**src/rtl/ps2_key_tracker.sv**
```systemverilog
// PS/2 scancode decoder: programmable key map, make/break + E0 prefix parsing,
// held-key vector and a buffered make/break event queue with valid/ready handshake.
module ps2_key_tracker #(
  parameter int N_KEYS     = 8,
  parameter int IDX_W      = 3,
  parameter int FIFO_DEPTH = 8,
  parameter bit REPEAT_EN  = 1'b0
) (
  input  logic                          i_clk,
  input  logic                          i_reset,
  input  logic                          i_rx_done_tick,
  input  logic [7:0]                    i_rx_data,
  input  logic                          i_cfg_we,
  input  logic [IDX_W-1:0]              i_cfg_idx,
  input  logic [8:0]                    i_cfg_code,
  input  logic                          i_clr_all,
  input  logic                          i_evt_ready,
  output logic                          o_evt_valid,
  output logic [IDX_W:0]                o_evt_data,
  output logic [N_KEYS-1:0]             o_key_state,
  output logic                          o_any_key,
  output logic                          o_ovf,
  input  logic                          i_ovf_clr,
  output logic [$clog2(FIFO_DEPTH):0]   o_fifo_count
);

  localparam int PTR_W = $clog2(FIFO_DEPTH);
  localparam logic [PTR_W-1:0] PTR_ONE   = PTR_W'(1);
  localparam logic [PTR_W:0]   CNT_ONE   = (PTR_W+1)'(1);
  localparam logic [PTR_W:0]   CNT_ZERO  = (PTR_W+1)'(0);
  localparam logic [PTR_W:0]   CNT_DEPTH = (PTR_W+1)'(FIFO_DEPTH);

  localparam logic [2:0] ST_IDLE    = 3'd0;
  localparam logic [2:0] ST_EXT     = 3'd1;
  localparam logic [2:0] ST_BRK     = 3'd2;
  localparam logic [2:0] ST_EXT_BRK = 3'd3;
  localparam logic [2:0] ST_SKIP    = 3'd4;

  // Keyboard status/ack bytes that carry no key information when seen between codes.
  function automatic logic f_is_status_byte(input logic [7:0] b);
    case (b)
      8'hAA, 8'hFA, 8'hFE, 8'hEE, 8'h00, 8'hFF: f_is_status_byte = 1'b1;
      default:                                  f_is_status_byte = 1'b0;
    endcase
  endfunction

  logic [2:0]             r_state;
  logic [2:0]             r_skip_cnt;
  logic [8:0]             r_map [N_KEYS];
  logic [N_KEYS-1:0]      r_key_state;
  logic [IDX_W:0]         r_mem [FIFO_DEPTH];
  logic [PTR_W-1:0]       r_wr_ptr;
  logic [PTR_W-1:0]       r_rd_ptr;
  logic [PTR_W:0]         r_count;
  logic                   r_ovf;

  logic [2:0]             w_state_nxt;
  logic [2:0]             w_skip_nxt;
  logic                   w_code_vld;
  logic                   w_code_make;
  logic                   w_code_ext;
  logic                   w_hit;
  logic [IDX_W-1:0]       w_idx;
  logic                   w_held;
  logic                   w_evt_push;
  logic                   w_pop;
  logic                   w_push_ok;
  logic                   w_drop;

  // Parser next state and completed-code decode.
  always_comb begin
    w_state_nxt = r_state;
    w_skip_nxt  = r_skip_cnt;
    w_code_vld  = 1'b0;
    w_code_make = 1'b0;
    w_code_ext  = 1'b0;
    if (i_rx_done_tick) begin
      case (r_state)
        ST_IDLE: begin
          if (i_rx_data == 8'hE0) begin
            w_state_nxt = ST_EXT;
          end else if (i_rx_data == 8'hF0) begin
            w_state_nxt = ST_BRK;
          end else if (i_rx_data == 8'hE1) begin
            w_state_nxt = ST_SKIP;
            w_skip_nxt  = 3'd7;
          end else if (f_is_status_byte(i_rx_data)) begin
            w_state_nxt = ST_IDLE;
          end else begin
            w_code_vld  = 1'b1;
            w_code_make = 1'b1;
          end
        end
        ST_EXT: begin
          if (i_rx_data == 8'hF0) begin
            w_state_nxt = ST_EXT_BRK;
          end else if (i_rx_data == 8'hE0) begin
            w_state_nxt = ST_EXT;
          end else begin
            w_code_vld  = 1'b1;
            w_code_make = 1'b1;
            w_code_ext  = 1'b1;
            w_state_nxt = ST_IDLE;
          end
        end
        ST_BRK: begin
          w_code_vld  = 1'b1;
          w_state_nxt = ST_IDLE;
        end
        ST_EXT_BRK: begin
          w_code_vld  = 1'b1;
          w_code_ext  = 1'b1;
          w_state_nxt = ST_IDLE;
        end
        ST_SKIP: begin
          w_skip_nxt = r_skip_cnt - 3'd1;
          if (r_skip_cnt == 3'd1) begin
            w_state_nxt = ST_IDLE;
          end else begin
            w_state_nxt = ST_SKIP;
          end
        end
        default: w_state_nxt = ST_IDLE;
      endcase
    end else begin
      w_state_nxt = r_state;
    end
  end

  // Key map lookup; scanning downward lets the lowest matching index win.
  always_comb begin
    w_hit = 1'b0;
    w_idx = '0;
    for (int i = N_KEYS - 1; i >= 0; i--) begin
      if ((r_map[i][7:0] != 8'h00) && (r_map[i] == {w_code_ext, i_rx_data})) begin
        w_hit = 1'b1;
        w_idx = IDX_W'(i);
      end else begin
        w_hit = w_hit;
      end
    end
  end

  assign w_held     = r_key_state[w_idx];
  assign w_evt_push = w_code_vld && w_hit && !i_clr_all &&
                      (w_code_make ? (!w_held || REPEAT_EN) : w_held);
  assign w_pop      = (r_count != CNT_ZERO) && i_evt_ready;
  assign w_push_ok  = w_evt_push && ((r_count < CNT_DEPTH) || w_pop);
  assign w_drop     = w_evt_push && !w_push_ok;

  // Parser state registers.
  always_ff @(posedge i_clk) begin
    if (!i_reset) begin
      r_state    <= ST_IDLE;
      r_skip_cnt <= 3'd0;
    end else begin
      r_state    <= w_state_nxt;
      r_skip_cnt <= w_skip_nxt;
    end
  end

  // Key map storage; a write lands after this cycle's lookup.
  always_ff @(posedge i_clk) begin
    if (!i_reset) begin
      for (int i = 0; i < N_KEYS; i++) begin
        r_map[i] <= 9'h000;
      end
    end else if (i_cfg_we && (32'(i_cfg_idx) < N_KEYS)) begin
      r_map[i_cfg_idx] <= i_cfg_code;
    end else begin
      r_map <= r_map;
    end
  end

  // Held-key vector; key_state tracks every code even when its event is dropped.
  always_ff @(posedge i_clk) begin
    if (!i_reset) begin
      r_key_state <= '0;
    end else if (i_clr_all) begin
      r_key_state <= '0;
    end else if (w_code_vld && w_hit) begin
      r_key_state[w_idx] <= w_code_make;
    end else begin
      r_key_state <= r_key_state;
    end
  end

  // Event queue payload storage.
  always_ff @(posedge i_clk) begin
    if (w_push_ok) begin
      r_mem[r_wr_ptr] <= {w_code_make, w_idx};
    end else begin
      r_mem[r_wr_ptr] <= r_mem[r_wr_ptr];
    end
  end

  // Event queue pointers, occupancy and sticky overflow.
  always_ff @(posedge i_clk) begin
    if (!i_reset) begin
      r_wr_ptr <= '0;
      r_rd_ptr <= '0;
      r_count  <= CNT_ZERO;
      r_ovf    <= 1'b0;
    end else begin
      if (w_push_ok) begin
        r_wr_ptr <= r_wr_ptr + PTR_ONE;
      end else begin
        r_wr_ptr <= r_wr_ptr;
      end
      if (w_pop) begin
        r_rd_ptr <= r_rd_ptr + PTR_ONE;
      end else begin
        r_rd_ptr <= r_rd_ptr;
      end
      case ({w_push_ok, w_pop})
        2'b10:   r_count <= r_count + CNT_ONE;
        2'b01:   r_count <= r_count - CNT_ONE;
        default: r_count <= r_count;
      endcase
      if (w_drop) begin
        r_ovf <= 1'b1;
      end else if (i_ovf_clr) begin
        r_ovf <= 1'b0;
      end else begin
        r_ovf <= r_ovf;
      end
    end
  end

  assign o_evt_valid  = (r_count != CNT_ZERO);
  assign o_evt_data   = r_mem[r_rd_ptr];
  assign o_key_state  = r_key_state;
  assign o_any_key    = |r_key_state;
  assign o_ovf        = r_ovf;
  assign o_fifo_count = r_count;

endmodule
```
**config.mk**
```make
export PLATFORM = sky130hd
export DESIGN_NAME = ps2_key_tracker
export DESIGN_NICKNAME = d
export VERILOG_FILES = /design/src/rtl/ps2_key_tracker.sv
export SDC_FILE = /design/constraint.sdc
export NUM_CORES = 1
export LEC_CHECK = 0
export ABC_AREA = 1
export CORE_UTILIZATION = 30
export CTS_BUF_LIST = sky130_fd_sc_hd__clkbuf_16
export DETAILED_ROUTE_END_ITERATION = 16
export HOLD_SLACK_MARGIN = 0.1
export PLACE_DENSITY = 0.49
export SLEW_MARGIN = 10
export SYNTH_ARGS = -nofsm -noshare
export SYNTH_HDL_FRONTEND = slang
export SYNTH_SLANG_ARGS = --single-unit
```
**constraint.sdc**
```tcl
create_clock -name i_clk -period 4.7 [get_ports i_clk]
set_clock_uncertainty 0.1 [all_clocks]
set_input_delay 0.47 -clock i_clk [delete_from_list [all_inputs] [get_ports i_clk]]
set_output_delay 0.47 -clock i_clk [all_outputs]
set_load 0.1 [all_outputs]
```
Word-level counts from Yosys, hierarchy flattened
Memory sizes are Yosys's and may differ from the RTL's. A register that Yosys moved wholly into a read port is not among the register bits.
Index checks and enable logic that the tools add are counted.

storage, ports and cells
  bits in registers = 97
  memory bits (writable) = 32
  input bits = 27
  output and inout bits = 19
  word-level logic and storage cells = 162
  memories kept = 1

memories
  memory  words  bits a word  read ports  clocked after memory_dff  wr ports  line  source
  r_mem   8      4            1           1                         1         51    logic [IDX_W:0] r_mem [FIFO_DEPTH];

operators by class
  $add $sub $neg = 5
  $lt $le $gt $ge = 5
  equality and inequality tests = 28
  muxes and demuxes = 64
  bitwise gates (word level) = 3
  reduce and logical (&&, ||, !) cells = 41

operators by type and width
  cell                 number
  $bwmux 72            1
  $eq 9x9->1           8
  $eq 8x8->1 const B   8
  $reduce_bool 8->1    8
  $mux 3               18
  $mux 1               32
  $demux 9 s3          1
  $logic_and 1x1->1    16
  $mux 9               1
  $pmux 3 s3           1
  $bwmux 8             1
  $logic_not 8->1      1
  $pmux 4 s2           1
  $reduce_or 8->1      1
  $add 3x1->3 const B  2
  $eq 3x1->1 const B   2
  $eq 3x2->1 const B   2
  $ne 2x2->1 const B   3
  $pmux 3 s2           1
  $reduce_bool 2->1    3
  $reduce_or 6->1      1
  $ne 5x5->1 const B   1
  $reduce_and 5->1     1
  $add 4x1->4 const B  1
  other kinds (26)     31

Logic depth before layout (Yosys ltp)
Gate-level depths: netlist (run 1).

  word-level depth = 24
  mapped depth = 33
  depth with buffers taken out = 31

Least setup slack after synthesis (run 1)
OpenSTA, ideal clock, no wires.

  path type = reg2reg
  from = register r_count[0] (netlist: o_fifo_count[0])
  to = register r_count[2] (netlist: o_fifo_count[2])
  setup time = 0.115 ns
  data arrival time = 3.817 ns
  required time = 4.485 ns
  setup slack = 0.668 ns
  stages on the path, launching flop included = 15
  path buffers = 0
  period minus slack after synthesis = 4.032 ns
  cells stage by stage = dfxtp_1 > inv_1 > nand4_1 > nand2_1 > clkinv_1 > nor2_1 > inv_1 > nand4_2 > ha_1 > xor2_1 > ha_1 > a21oi_1 > xor2_1 > o21ai_0 > inv_1

on the way
  longest elaborated chain between the ends = 6
  elaborated cells on any way between the ends = 11
  classes of those cells = add/sub (2); order compare (1); eq/ne (2); mux (1); reduce/logical (5)

ends and longest elaborated chain
  what                                                    line  source
  start: declaration                                      54    logic [PTR_W:0] r_count;
  start signal: assignment                                216   2'b10: r_count <= r_count + CNT_ONE;
  start signal: assignment                                217   2'b01: r_count <= r_count - CNT_ONE;
  start signal: assignment                                218   default: r_count <= r_count;
  $reduce_bool 4->1 *                                     -
  via o_evt_valid                                         18    output logic o_evt_valid,
  $logic_and 1x1->1 *                                     147   assign w_pop = (r_count != CNT_ZERO) && i_evt_ready;
  via w_pop                                               66    logic w_pop;
  $logic_or 1x1->1                                        148   assign w_push_ok = w_evt_push && ((r_count < CNT_DEPTH) || w_pop);
  $logic_and 1x1->1                                       148
  $eq 2x1->1 / $eq 2x2->1 (equally long branches)         215   case ({w_push_ok, w_pop})
  $pmux 4 s2 / $reduce_bool 2->1 (equally long branches)  -

Mark *: on every way through the listed nets, which the timed path passes. The rest lies on a longest branch.
A chain may end at the register's enable or synchronous reset.

Worst setup path in the final report (run 1)
  from = input port i_rx_data[4]
  to = register r_count[2] (netlist: o_fifo_count[2])

on the way
  longest elaborated chain between the ends = 23
  elaborated cells on any way between the ends = 72
  classes of those cells = eq/ne (18); mux (38); reduce/logical (16)

ends and longest elaborated chain
  what                                                    line    source
  start: declaration                                      12      input logic [7:0] i_rx_data,
  $eq 8x8->1                                              80, 97
  $mux 1                                                  97      end else if (i_rx_data == 8'hE0) begin
  $mux 1                                                  95      if (i_rx_data == 8'hF0) begin
  $pmux 1 s2                                              78      case (r_state)
  $mux 1                                                  77      if (i_rx_done_tick) begin
  $eq 9x9->1                                              135     if ((r_map[i][7:0] != 8'h00) && (r_map[i] == {w_code_ext, i_rx_data})) begin
  $logic_and 1x1->1                                       135
  $mux 3 (8 in series)                                    135
  $bmux 1 s3                                              144     assign w_held = r_key_state[w_idx];
  $mux 1 (implied by the code)                            144
  $logic_not 1->1                                         146     (w_code_make ? (!w_held || REPEAT_EN) : w_held);
  $mux 1                                                  146
  $logic_and 1x1->1 *                                     145     assign w_evt_push = w_code_vld && w_hit && !i_clr_all &&
  $logic_and 1x1->1 *                                     148
  $eq 2x1->1 / $eq 2x2->1 (equally long branches)         215
  $pmux 4 s2 / $reduce_bool 2->1 (equally long branches)  -

Mark *: on every way between the ends. The rest lies on a longest branch, timed or not. The select of a mux whose other input is x is not followed.

==> run metrics, run 1 <==
CP required 4.91 ns; most frequent cells in the layout nor2_1 (209), o21ai_0 (104), nand2_1 (103); Syn-to-layout area delta 19.4%; GR peak layer met2; final setup vio count 0; clk slew on worst S/H paths 0.06 ns; Max FO, Critical Path 9; asr flop ratio synth 0%; clock sinks 132; M3 GR Usage 3.66%; wire per inst 15.6 um; via count 6005; Row Count 55; main flop type after synthesis dfxtp_1; Clk Latency, worst-skew pair 0.42 ns; critical path startpoint category primary input; GPL Wtd Cong 0.776; Via density 4.80; Post-Synthesis Cells 906; commonest non-fill, non-tap cell in the layout nor2_1; max cap viols 0; die area 23700 um2; total setup buffers inserted after CTS 0; synthesis warning total 0; minimum clock period 4.07 ns; chip width 154 um; Detail Placement HPWL 14000 um; DRC Markers 0; first-pass GRT wire length 31100 um; PnR worst setup slack 0.625 ns; vias in the first global route 5814; Max Slew Vio Count 0; Die Ht 154 um; post_cts resized 0; status finished clean; number of flops mapped to enable cells by yosys 32; Detail Route Antenna Nets 0; Seq/Total Area, Yosys 42.8%; final wirelength 19500 um; Sum Neg Setup Slack 0 ns; hold slack 0.363 ns; antenna cells 0; hold_buf cts 0; clock root buffer clkbuf_16; Worst slew margin 31.4%; Core Region 22600 um2; GR Util met1 21.6%; synthesized cell area 6920 um2; CTS Buffer Depth 2; unrepaired setup endpoints after global routing false; achievable frequency 245 MHz; type of the tightest min-delay check reg -> reg; Initial DRC Count 302; crit path DAT 4.28 ns; VDD IR max 227 uV; IO buf count 45; Final #Nets 987; post-synthesis register bit count 132; # IOs 46; Worst Setup End Kind flip-flop; post-route clock period utilization 86.7%; Worst Tran Pin Value 1.02 ns; Congestion Overflow GR 0; TritonCTS clock tree yes; Cell variety after synth 50; final hold viol count 0; pwr/cell area 422 nW/um2; pre-CTS setup slack 0.171 ns; layout cells sized above 1 10.4%; Syn Area/Cell 7.64 um2; Starting Density 30.6%; number of buffers created by CTS 17; worst setup path class in -> reg; syn_nets 940; largest net degree at the start of global routing 82; Total GRT Usage 17.2%; met2 usage 29.7%; initial antenna violation count 0; Leak 3.21 nW; H-tree Lvls 4; First-pass DRT Iterations 5
[stage by stage]
step	util [%]	instances	cell area, um2	power (mW)
2_1_floorplan	-	906	6920	1.96
3_3_place_gp	33.9	1219	7670	2.19
3_5_place_dp	33.9	1219	7670	2.19
4_1_cts	36.5	1251	8260	3.53
5_1_grt	36.5	1251	8260	3.66
6_report	36.5	1251	8260	3.49
[kinds of logic after synthesis]
logic type,Yosys count,share of synthesized area [%]
AO/OA/AOI/OAI,181,14.3
XOR/XNOR,50,6.43
adder cells (fa/ha/maj),7,1.27
buffers and inverters,111,7.10
flip-flops,132,42.8
AND/OR/NAND/NOR,425,28.1
[critical path, cell delays in order]
cell and delay, ns:
clkdlybuf4s50_1 0.69, inv_2 0.09, buf_4 0.20, nand2_1 0.06, nand3_1 0.07, nor3_1 0.17
nand3_1 0.09, nor2_1 0.27, nand3_1 0.17, nand2_1 0.10, nand2_1 0.06, nand2_2 0.10
nand2_2 0.11, nand2_1 0.07, nand3_1 0.11, nand2_4 0.11, nor2_2 0.05, nand2_4 0.07
nand4_2 0.14, ha_1 0.26, xor2_1 0.23, ha_1 0.19, a21oi_1 0.05, xor2_1 0.16
o21ai_0 0.14, inv_1 0.05
[area by class of cell]
| cell class | instances | area, um2 |
|---|---|---|
| Sequential cell | 132 | 2960 |
| Timing Repair Buffer | 63 | 581 |
| Clock buffer | 17 | 425 |
| Multi-Input combinational cell | 663 | 3470 |
| Clock inverter | 15 | 165 |
| Tap cell | 285 | 357 |
| Inverter | 76 | 305 |
| Fill cell | 2375 | 14400 |
[routing by layer]
metal,vias up,share of wire [%]
li1,3104,-
met1,2774,46
met2,105,48
met3,22,3.9
met4,0,1.3
met5,-,0
[synth_stat cells, types with 2 or more instances]
cell	n	share of area, %
buf_2	4	0.29
nand3b_1	2	0.22
o211ai_1	2	0.22
inv_1	63	3.4
nand4_1	15	1.4
nor3_1	13	0.94
xor2_1	18	2.3
inv_2	4	0.22
edfxtp_1	32	14
nand3_2	4	0.58
or2_4	2	0.25
nor2_4	3	0.49
dfxtp_1	100	29
clkbuf_1	22	1.2
a311oi_1	6	0.76
nor3b_1	2	0.22
ha_1	7	1.3
buf_6	5	0.81
nand4_2	2	0.36
nor4_1	10	0.90
nand2_1	103	5.6
o21ai_0	104	7.5
a31oi_1	8	0.72
nand2_2	9	0.81
nand3_1	29	2.1
o22ai_1	8	0.72
buf_1	2	0.11
xnor2_1	31	3.9
nand2_4	7	1.1
or2_2	4	0.36
nor2_1	209	11
o2111ai_1	2	0.25
a21oi_1	45	3.3
inv_6	2	0.25
nor2_2	8	0.72
clkinv_1	5	0.27
[final timing paths]
check                                              start                      endpoint  slack (ns)  cells past startpoint
worst max register to register    r_map[20]$_SDFFE_PN0P_  o_fifo_count[2]$_SDFFE_PN0P_        1.19                     26
worst min-delay path            r_rd_ptr[2]$_SDFFE_PN0P_      r_rd_ptr[2]$_SDFFE_PN0P_        0.36                      2
worst max-delay path                        i_rx_data[4]  o_fifo_count[2]$_SDFFE_PN0P_        0.63                     26
worst min register to register  r_rd_ptr[2]$_SDFFE_PN0P_      r_rd_ptr[2]$_SDFFE_PN0P_        0.36                      2
[state kept, by name, summed over array words and instances, names as in the netlist, named ones only]
register / flops
o_ovf: 1
r_skip_cnt: 3
o_fifo_count: 4
r_wr_ptr: 3
r_map: 72
o_key_state: 8
r_mem: 32
r_rd_ptr: 3
r_state: 3
[power by group]
group	switching, mW	leakage (nW)	internal, mW
clock network	0.506	0.290	0.829
registers	0.0708	1.12	1.22
logic	0.617	1.80	0.250
total	1.19	3.21	2.30
No activity file was read; power rests on OpenSTA's default activity.
==> run 2, diff against run 1 <==
Settings changed: CORE_ASPECT_RATIO set to 0.7.
==> run metrics, run 2 (synthesized netlist as in run 1, its figures left out) <==
hold_buf cts 0 (unchanged); CP required 4.91 ns (about the same); post-route insts no fill 1281 (+2.4%); clock share of power 38.4% (+0.2 points); largest net degree at the start of global routing 82 (unchanged); number of buffers created by CTS 17 (unchanged); hold slack 0.349 ns (-0.0134 ns); H-tree Lvls 4 (unchanged); commonest non-fill, non-tap cell in the layout nor2_1; TritonCTS clock tree yes; worst setup path class in -> reg; Initial DRC Count 610 (+100%); status finished clean; Most flops, register r_map; clock sinks 132 (unchanged); Final #Nets 990 (+0.30%); Detail Placement HPWL 14900 um (+6.4%); # IOs 46 (unchanged); Detail Route Antenna Nets 0 (unchanged); family with the most delay on the worst path simple AND/OR/NAND/NOR gates; GPL Wtd Cong 0.845 (+8.9%); critical path startpoint category primary input; crit-path most repeated cell nand2_1; initial antenna violation count 0 (unchanged); achievable frequency 239 MHz (-2.7%); Total GRT Usage 18.0% (+0.78 points); combinational power share 25.2% (+0.4 points); final setup vio count 0 (unchanged); VDD IR max 289 uV (+27%); register share of total power 36.5% (-0.4 points); DRC Markers 0 (unchanged); max cap viols 0 (unchanged); Worst Setup End Kind flip-flop; unrepaired setup endpoints after global routing false; post_cts resized 0 (unchanged); via count 6117 (+1.9%); post-route clock period utilization 89.1% (+2.4 points); Largest register FFs 72 (unchanged); Sw Share 36.0% (+1.8 points); pwr/cell area 425 nW/um2 (+0.74%); IO buf count 45 (unchanged); Worst slew margin 34.9% (+3.5 points); CTS Buffer Depth 2 (unchanged); final hold viol count 0 (unchanged); die area 23700 um2 (about the same); Core Region 22600 um2 (about the same); vias in the first global route 5658 (-2.7%); Die Ht 129 um (-16%); chip width 184 um (+19%); layout cells sized above 1 10.9% (+0.59 points); Clk Latency, worst-skew pair 0.43 ns (about the same); Area after DPL 7730 um2 (+0.73%); crit path DAT 4.40 ns (+0.12 ns); slowest CP cell clkdlybuf4s50_1; total placed cells including tap cells 1249 (+2.5%); Row Count 46 (-16%); total setup buffers inserted after CTS 0 (unchanged); First-pass DRT Iterations 5 (unchanged); first-pass GRT wire length 32000 um (+2.8%); most frequent cells in the layout nor2_1 (209), o21ai_0 (104), nand2_1 (103); Net Sw Power 1.28 mW (+6.9%); antenna cells 0 (unchanged); minimum clock period 4.19 ns (+0.114 ns); Syn-to-layout area delta 20.2%; clock root buffer clkbuf_16; Worst Tran Pin Value 0.973 ns (-0.0514 ns); Sum Neg Setup Slack 0 ns (unchanged); Design Area, Final 8320 um2 (+0.73%); type of the tightest min-delay check in -> reg; Starting Density 30.6% (about the same); wire per inst 16.0 um (+2.9%); final wirelength 20500 um (+5.3%); Via density 4.78 (-0.52%); worst stage delay on the critical path 0.57 ns (-0.12 ns); worst path bufs/invs 4 (unchanged); cell internal pwr 2.27 mW (-1.3%); Congestion Overflow GR 0 (unchanged); clk slew on worst S/H paths 0.06 ns (about the same); Leak 3.23 nW (+0.59%); Max FO, Critical Path 11 (+2); Max Slew Vio Count 0 (unchanged)
-- run 2: cell types whose count changed in the layout (fill, tap and decap cells not counted) --
| cell | previous run | this run |
|---|---|---|
| inv_4 | 1 | 3 |
| clkinv_2 | 2 | 1 |
| clkinv_1 | 7 | 5 |
| inv_6 | 4 | 6 |
| inv_8 | 1 | 3 |
| buf_4 | 18 | 21 |
| inv_1 | 64 | 63 |
| inv_2 | 5 | 4 |
| clkinv_4 | 2 | 3 |
| bufinv_16 | 3 | 2 |
| clkinvlp_4 | 2 | 1 |
-- run 2: power groups by stage --
stage / Combinational (mW) / Clock [mW] / Sequential [mW]
floorplan: 0.610 / 0 / 1.35
global placement: 0.892 / 0 / 1.32
detailed placement: 0.885 / 0 / 1.32
CTS: 0.889 / 1.38 / 1.29
global route: 0.965 / 1.43 / 1.30
finish: 0.892 / 1.36 / 1.29
-- run 2: worst paths after layout --
| check | slack [ns] | start | depth (start not counted) | to |
|---|---|---|---|---|
| hold reg to reg | 0.36 | r_rd_ptr[2]$_SDFFE_PN0P_ | 2 | flip-flop |
| setup reg to reg | 0.96 | r_map[7]$_SDFFE_PN0P_ | 27 | o_fifo_count[2]$_SDFFE_PN0P_ |
| setup / recovery | 0.51 | i_rx_data[4] | 28 | o_fifo_count[2]$_SDFFE_PN0P_ |
| hold / removal | 0.35 | i_reset | 3 | r_wr_ptr[1]$_SDFFE_PN0P_ |
-- run 2: area by class of cell --
| type | instances | area (um2) |
|---|---|---|
| clock inverters | 15 | 169 |
| clock buffers | 17 | 425 |
| repair buffers | 66 | 603 |
| flip-flops and latches | 132 | 2960 |
| well taps | 312 | 390 |
| fillers | 2337 | 14300 |
| inverters | 76 | 305 |
| multi-input cells | 663 | 3470 |
-- run 2: per-stage QoR --
step / total power [mW] / setup slack [ns] / utilization, %
after floorplan: 1.96 / 0.668 / -
after global placement: 2.21 / 0.225 / 34.2
after detailed placement: 2.20 / 0.0953 / 34.2
after CTS: 3.57 / 0.523 / 36.8
after global routing: 3.70 / 0.105 / 36.8
final: 3.54 / 0.512 / 36.8
-- run 2: per-layer routing --
metal  vias up  part of all wire (%)  track usage [%]
li1       3110                     -                -
met1      2832                    56             28.6
met2       160                    38             24.0
met3        15                   4.9             3.40
met4         0                  0.93             4.56
met5         -                     0                0
-- run 2: worst register-to-register path, stage by stage, from the launching register on --
cell	delay [ns]
dfxtp_1	0.33
xnor2_1	0.23
nand2_1	0.08
nor2_1	0.12
nand2_1	0.06
nor2_1	0.29
nand2_1	0.12
nor2_2	0.11
nand2_1	0.06
nand2_1	0.06
nand2_1	0.05
nand2_1	0.05
nand2_1	0.06
nand2_2	0.10
nand2_2	0.11
nand2_1	0.08
nand3_1	0.11
nand2_4	0.11
nor2_2	0.05
nand2_4	0.07
nand4_2	0.15
ha_1	0.27
xor2_1	0.26
ha_1	0.21
a21oi_1	0.05
xor2_1	0.16
o21ai_0	0.15
inv_1	0.05
